===== src/rtl/pipe_stage_reg_if.sv =====
// Handshake bundle between two pipeline stages: valid/ready plus
// LANES data words, a control bundle and a write-back register address.
//   master: drives valid, data, ctrl, wbaddr; samples ready
//   slave : samples valid, data, ctrl, wbaddr; drives ready
interface pipe_stage_reg_if #(
  parameter int DATA_W = 32,
  parameter int LANES  = 2,
  parameter int CTRL_W = 2,
  parameter int ADDR_W = 5
);

  logic                      valid;
  logic                      ready;
  logic [DATA_W*LANES-1:0]   data;
  logic [CTRL_W-1:0]         ctrl;
  logic [ADDR_W-1:0]         wbaddr;

  modport master (
    output valid,
    output data,
    output ctrl,
    output wbaddr,
    input  ready
  );

  modport slave (
    input  valid,
    input  data,
    input  ctrl,
    input  wbaddr,
    output ready
  );

endinterface


===== src/rtl/pipe_stage_reg.sv =====
// Pipeline stage register with a one-entry skid buffer, flush and a
// saturating stall counter.
//   clk_i, rst_i (async, active-low), stall_i, flush_i : plain inputs
//   up (slave)  : valid_i/ready_o/data_i/ctrl_i/wbaddr_i
//   dn (master) : valid_o/ready_i/data_o/ctrl_o/wbaddr_o
//   stall_cnt_o : saturating count of stalled output cycles
module pipe_stage_reg #(
  parameter int DATA_W      = 32,
  parameter int LANES       = 2,
  parameter int CTRL_W      = 2,
  parameter int ADDR_W      = 5,
  parameter int STALL_CNT_W = 16
) (
  input  logic                   clk_i,
  input  logic                   rst_i,
  input  logic                   stall_i,
  input  logic                   flush_i,
  pipe_stage_reg_if.slave        up,
  pipe_stage_reg_if.master       dn,
  output logic [STALL_CNT_W-1:0] stall_cnt_o
);

  typedef struct packed {
    logic [DATA_W*LANES-1:0] data;
    logic [CTRL_W-1:0]       ctrl;
    logic [ADDR_W-1:0]       addr;
  } entry_t;

  localparam logic [STALL_CNT_W-1:0] CNT_MAX =
    {STALL_CNT_W{1'b1}};

  logic                   m_valid_q;
  logic                   m_valid_d;
  entry_t                 m_q;
  entry_t                 m_d;
  logic                   s_valid_q;
  logic                   s_valid_d;
  entry_t                 s_q;
  entry_t                 s_d;
  logic [STALL_CNT_W-1:0] cnt_q;
  logic [STALL_CNT_W-1:0] cnt_d;

  entry_t in_e;
  logic   take;
  logic   drain;
  logic   out_go;

  assign in_e.data = up.data;
  assign in_e.ctrl = up.ctrl;
  assign in_e.addr = up.wbaddr;

  // ready depends only on the skid flop, never on downstream
  assign up.ready = ~s_valid_q;
  assign take     = up.valid & ~s_valid_q;
  // stall overrides ready
  assign out_go   = dn.ready & ~stall_i;
  assign drain    = m_valid_q & out_go;

  always_comb begin
    m_valid_d = m_valid_q;
    m_d       = m_q;
    s_valid_d = s_valid_q;
    s_d       = s_q;

    if (flush_i) begin
      // payload fields are kept; only valid bits drop
      m_valid_d = 1'b0;
      s_valid_d = 1'b0;
    end else if (!m_valid_q || drain) begin
      if (s_valid_q) begin
        // skid is older than anything upstream
        m_valid_d = 1'b1;
        m_d       = s_q;
        s_valid_d = 1'b0;
      end else if (take) begin
        m_valid_d = 1'b1;
        m_d       = in_e;
      end else if (drain) begin
        m_valid_d = 1'b0;
      end
    end else if (take) begin
      s_valid_d = 1'b1;
      s_d       = in_e;
    end
  end

  always_comb begin
    cnt_d = cnt_q;
    if (m_valid_q && !out_go && !flush_i
        && cnt_q != CNT_MAX) begin
      cnt_d = cnt_q + STALL_CNT_W'(1);
    end
  end

  always_ff @(posedge clk_i or negedge rst_i) begin
    if (!rst_i) begin
      m_valid_q <= 1'b0;
      m_q       <= '0;
      s_valid_q <= 1'b0;
      s_q       <= '0;
      cnt_q     <= '0;
    end else begin
      m_valid_q <= m_valid_d;
      m_q       <= m_d;
      s_valid_q <= s_valid_d;
      s_q       <= s_d;
      cnt_q     <= cnt_d;
    end
  end

  assign dn.valid    = m_valid_q;
  assign dn.data     = m_q.data;
  assign dn.wbaddr   = m_q.addr;
  // bubbles must never carry RegWrite
  assign dn.ctrl     = m_valid_q ? m_q.ctrl : '0;
  assign stall_cnt_o = cnt_q;

endmodule

===== src/flat_wrapper.sv =====
// flat-port wrapper written by rule: the top's interface ports become plain ports
module pipe_stage_reg_flat 
#(
  parameter int DATA_W      = 32,
  parameter int LANES       = 2,
  parameter int CTRL_W      = 2,
  parameter int ADDR_W      = 5,
  parameter int STALL_CNT_W = 16
)
  (clk_i, rst_i, stall_i, flush_i, stall_cnt_o, up_valid, up_data, up_ctrl, up_wbaddr, up_ready, dn_valid, dn_data, dn_ctrl, dn_wbaddr, dn_ready);
  pipe_stage_reg_if #(.DATA_W(DATA_W), .LANES(LANES), .CTRL_W(CTRL_W), .ADDR_W(ADDR_W)) up_i ();
  pipe_stage_reg_if #(.DATA_W(DATA_W), .LANES(LANES), .CTRL_W(CTRL_W), .ADDR_W(ADDR_W)) dn_i ();
  input  logic clk_i;
  input  logic rst_i;
  input  logic stall_i;
  input  logic flush_i;
  output logic [STALL_CNT_W-1:0] stall_cnt_o;
  input wire logic [$bits(up_i.valid)-1:0] up_valid;
  input wire logic [$bits(up_i.data)-1:0] up_data;
  input wire logic [$bits(up_i.ctrl)-1:0] up_ctrl;
  input wire logic [$bits(up_i.wbaddr)-1:0] up_wbaddr;
  output wire logic [$bits(up_i.ready)-1:0] up_ready;
  output wire logic [$bits(dn_i.valid)-1:0] dn_valid;
  output wire logic [$bits(dn_i.data)-1:0] dn_data;
  output wire logic [$bits(dn_i.ctrl)-1:0] dn_ctrl;
  output wire logic [$bits(dn_i.wbaddr)-1:0] dn_wbaddr;
  input wire logic [$bits(dn_i.ready)-1:0] dn_ready;
  assign up_i.valid = up_valid;
  assign up_i.data = up_data;
  assign up_i.ctrl = up_ctrl;
  assign up_i.wbaddr = up_wbaddr;
  assign up_ready = up_i.ready;
  assign dn_valid = dn_i.valid;
  assign dn_data = dn_i.data;
  assign dn_ctrl = dn_i.ctrl;
  assign dn_wbaddr = dn_i.wbaddr;
  assign dn_i.ready = dn_ready;
  pipe_stage_reg #(.DATA_W(DATA_W), .LANES(LANES), .CTRL_W(CTRL_W), .ADDR_W(ADDR_W), .STALL_CNT_W(STALL_CNT_W)) u_core (.clk_i(clk_i), .rst_i(rst_i), .stall_i(stall_i), .flush_i(flush_i), .up(up_i), .dn(dn_i), .stall_cnt_o(stall_cnt_o));
endmodule

===== config.mk =====
export PLATFORM = sky130hd
export DESIGN_NAME = pipe_stage_reg_flat
export DESIGN_NICKNAME = d
export VERILOG_FILES = /design/src/rtl/pipe_stage_reg_if.sv /design/src/rtl/pipe_stage_reg.sv /design/src/flat_wrapper.sv
export SDC_FILE = /design/constraint.sdc
export NUM_CORES = 1
export LEC_CHECK = 0
export ABC_AREA = 1
export CAP_MARGIN = 5
export CORE_MARGIN = 1.5
export CORE_UTILIZATION = 55
export CTS_CLUSTER_DIAMETER = 40
export DETAILED_ROUTE_END_ITERATION = 10
export PLACE_DENSITY = 0.86
export SKIP_CTS_REPAIR_TIMING = 1
export SLEW_MARGIN = 20
export SYNTH_ARGS = -nofsm -noshare
export SYNTH_HDL_FRONTEND = slang
export SYNTH_SLANG_ARGS = --single-unit
export TNS_END_PERCENT = 50

===== constraint.sdc =====
create_clock -name clk_i -period 2.39 [get_ports clk_i]
set_input_delay 0.239 -clock clk_i [delete_from_list [all_inputs] [get_ports clk_i]]
set_output_delay 0.239 -clock clk_i [all_outputs]
set_load 0.02 [all_outputs]

Word-level counts from Yosys, hierarchy flattened
Index checks and enable logic that the tools add are counted.
{"block": "classes", "shifts": 0, "n_div": 0, "bitwise": 7, "n_reduce_logical": 14, "mul": 0, "magnitude_cmp": 0, "muxes": 11, "n_eq_ne": 1, "n_addsub": 1}
{"operator": "2-to-1 mux 71 bit", "n": 2}
{"operator": "adder 16 x 1 -> 16 bit, second input constant", "n": 1}
{"operator": "!= test 16 bit, second input constant", "n": 1}
{"operator": "2-to-1 mux 1 bit", "n": 8}
{"operator": "AND reduction 3 bit", "n": 2}
{"operator": "NOT 1 bit", "n": 4}
{"operator": "nonzero test 2 bit", "n": 2}
{"operator": "nonzero test 4 bit", "n": 1}
{"operator": "bitwise AND 1 bit", "n": 3}
{"operator": "logical AND 1 bit", "n": 3}
{"operator": "logical NOT 1 bit", "n": 3}
{"operator": "nonzero test 3 bit", "n": 1}
{"operator": "2-to-1 mux 2 bit", "n": 1}
{"operator": "AND reduction 2 bit", "n": 1}
{"operator": "logical OR 1 bit", "n": 1}
{"block": "totals", "latch_bits": 0, "mem_count": 0, "romBits": 0, "out_inout_bits": 89, "reg_bits": 160, "ramBits": 0, "input_bits": 77, "wordCells": 43}

Longest topological paths before layout
{"block": "depth", "depth_word": 8, "ltp_mapped": 9, "mapped_depth_nobuf": 9}

Least setup slack after synthesis
Ideal clock, no wire load.
{"block": "synth_timing", "path_kind": "register to register", "startpoint": "register u_core.cnt_q[0] (netlist: u_core.stall_cnt_o[0])", "endpoint": "register u_core.cnt_q[13] (netlist: u_core.stall_cnt_o[13])", "path_stages_with_launch": 10, "required_time_ns": 2.273, "slack_ns": 0.862, "arrival_ns": 1.411, "cell_sequence": "dfrtp_1 ha_1 nand2_1 nor2_1 nand2_1 nor2_1 nor2_1 buf_6 nand2_1 nand2_1"}
{"block": "synth_via", "elab_chain_len": 2}
{"item": "from (decl)", "line_no": "pipe_stage_reg.sv:40", "rtl": "logic [STALL_CNT_W-1:0] cnt_q;"}
{"item": "from (signal assigned)", "line_no": "pipe_stage_reg.sv:107", "rtl": "cnt_q <= cnt_d;"}
{"item": "branches (longest 2 deep; another with adder 16 x 1 -> 16 bit)"}
Parallel ways; which one is timed is not known.
A chain may end at the register's enable or synchronous reset.

Final worst setup path
{"block": "layout_timing", "startpoint": "register u_core.cnt_q[0] (netlist: u_core.stall_cnt_o[0])", "endpoint": "register u_core.cnt_q[7] (netlist: u_core.stall_cnt_o[7])"}
Same word-level chain as after synthesis.

==> results.cfg <==
[global_routing]
grt_pass1_vias = 5943
antenna_found_initial = 0
use_met1 = 0.3148
top_usage_layer = met2
grt_util_met3 = 0.04906
grt_max_degree = 85
track_usage = 0.2494
grt_use_met2 = 0.4244
grt_overflow = 0
grt_first_pass_wirelength_um = 28640

[final_layout]
insertedDiodeCount = 0
area_growth_pct = 24.03
drive_above_1_share = 0.04804
stdcell_area_sq_mm = 0.009417
fin_util = 0.7055
fin_nets = 1085
fin_cells = 1196

[worst_setup_path]
cp-end-kind = flip-flop
cp_slowest_cell = nor2_1
crit_path_cell_trace = ha_1 -> nand2_1 -> nor2_1 -> nand2_1 -> nor2_1 -> nor2_1 -> o21ai_0
cp.required_ns = 2.65
crit_type = flip-flop to flip-flop
critPathMaxFanout = 14
slowest_delay_ns = 0.65
cpMostUsedCell = nor2_1
crit_buf_inv = 0
start_kind = flip-flop
critPathTopFamily = simple AND/OR/NAND/NOR gates
cp.arrival_ns = 2.17
rrSetupSlack_ns = 0.48

[pwr]
p_comb_frac = 0.236
p_int_uw = 5940
sw_frac_of_total = 0.2943
power_leakage_uw = 0.004448
seq_power_share = 0.437
p_per_area_mw_per_mm2 = 893.9
p_total_uw = 8417
ir_worst_vdd_mv = 0.4547
p_clk_frac = 0.327
p_sw_uw = 2478

[sta]
tightest_slew_ns = 0.8591
relSlewSlack = 0.4252
finalHoldViolations = 0
drv_slew = 0
min_period_ns = 1.910
fin_skew_ns = 0.005100
min_period_over_period = 0.7993
finalSetupViolations = 0
fmax_mhz = 523.5
fin_setup_tns_ns = 0
rsz0062_at_grt = false

[drt]
ant_nets = 0
drt_iter0_drc = 647
vias = 6121
vias_per_cell = 5.118
wl_per_cell_um = 14.29
finalWirelength_um = 17090
drtPass1Iterations = 5
drc_errors = 0

[cts]
cts_made_buffers = 17
cts_tree = yes
clkSinkCount = 160
h-tree-depth = 4
cts_buffer_depth = 2
cts.clk_slew.worst_paths_ns = 0.06
ctsRootBufferMaster = clkbuf_16
clk_latency_ns = 0.41

[floorplanning]
boundaryPins = 166
rows = 42
fp.dieW_um = 120.5
dieArea_sq_mm = 0.01452
die_h_um = 120.5
coreArea_sq_mm = 0.01335
start_util = 0.5688

[flow_run]
drv_cap = 0

[yosys]
synth_cells = 926
synthTopCellsByArea = dfrtp_1, nand2_1, buf_4
ys_types = 22
synth_fp_nets = 1004
ys_warn_count = 0
ys_ff_latch = 160
synth.avg_cell_area_sq_um = 8.199
post-synth-top-area-cell = dfrtp_1
synth_top_area_share = 0.5274
syn_area_sq_mm = 0.007592
yosysSeqAreaShare = 0.5274

[placed_design]
place_area_sq_mm = 0.008807
portBuffers = 165
dp.cells = 1163
gp_congestion = 0.8801
hpwlAfterDp_um = 10800

[status]
status = finished clean

[worst_hold_path]
hp-class = primary input to async pin
-- layer usage --
metal  share of wire  wire length, um
met5               0                0
met4           0.019              320
met1            0.43             7312
met3           0.047              802
met2            0.51             8659
-- metrics by stage --
stage	hold slack (ns)	setup slack, ns
floorplan	-0.05659	0.8624
global placement	0.1899	0.4266
detailed placement	0.1887	0.3758
CTS	-0.2584	0.4779
global route	0.3486	0.3120
finish	0.3169	0.4796
-- placed cells by master, fill, tap and decap left out, types with 2 or more instances in the layout --
cell type and count:
bufinv_16 3, clkbuf_1 3, nand2_2 2, nand2_1 291, inv_1 92, dfrtp_1 159, nand3_1 10, clkinv_2 3
o21ai_1 22, xor2_1 2, nand3b_1 3, clkinvlp_4 4, a31oi_1 71, clkdlybuf4s50_1 164, o21ai_0 54, clkbuf_8 2
nand4_1 5, buf_4 8, nor2_1 92, inv_2 2, clkbuf_16 17, buf_12 3
-- area by class of cell --
type	count	area, sq um
timing repair buffer	177	1783
fill	1040	3931
tap	176	220.2
inverter	94	352.8
sequential	160	4005
clock inverter	10	135.1
multi-input combinational	557	2456
clock buffer	22	464.2
-- Yosys cell counts, drive strengths merged --
library cell    n
nand4           5
buf            99
nor2           93
xor2            2
inv            94
clkbuf         16
nand3          12
nand2         293
ha              1
o21ai          76
a31oi          71
xnor2           1
dfrtp         160
nand3b          3
-- power by group through the flow --
stage,clock network [uW],registers [uW],logic (uW)
after floorplan,0,3660,1380
after global placement,0,3680,1940
after detailed placement,0,3710,1990
after CTS,2790,3680,2010
after global routing,2930,3750,2190
final,2750,3680,1990
-- worst paths after layout --
check / from / cells past startpoint / end
max reg2reg: u_core.stall_cnt_o[0] / 7 / u_core.stall_cnt_o[7]
min: rst_i / 2 / u_core.dn.data[38]
max: u_core.stall_cnt_o[0] / 7 / u_core.stall_cnt_o[7]
min in group clk_i: up_data[62] / 3 / u_core.s_q[69]
max in group asynchronous: rst_i / 3 / u_core.dn.data[51]
min reg2reg: u_core.s_q[52] / 2 / u_core.s_q[52]
-- flip-flops by register name, indices dropped and copies added, names as in the netlist --
register,count
u_core.dn.data,64
u_core.dn.valid,1
u_core.dn.wbaddr,5
u_core.m_q,2
u_core.s_q,71
u_core.s_valid_q,1
u_core.stall_cnt_o,16
-- cells by family (layout without fill, tap and decap cells) --
logic type               count (synthesis)  after routing  synth area share
buffers and inverters                  209            303            0.1508
AO/OA/AOI/OAI                          147            147            0.1086
flip-flops                             160            160            0.5274
AND/OR/NAND/NOR                        406            406            0.2081
XOR/XNOR                                 3              3          0.003461
adder cells (fa/ha/maj)                  1              1          0.001648
No activity file was read; power rests on OpenSTA's default activity.
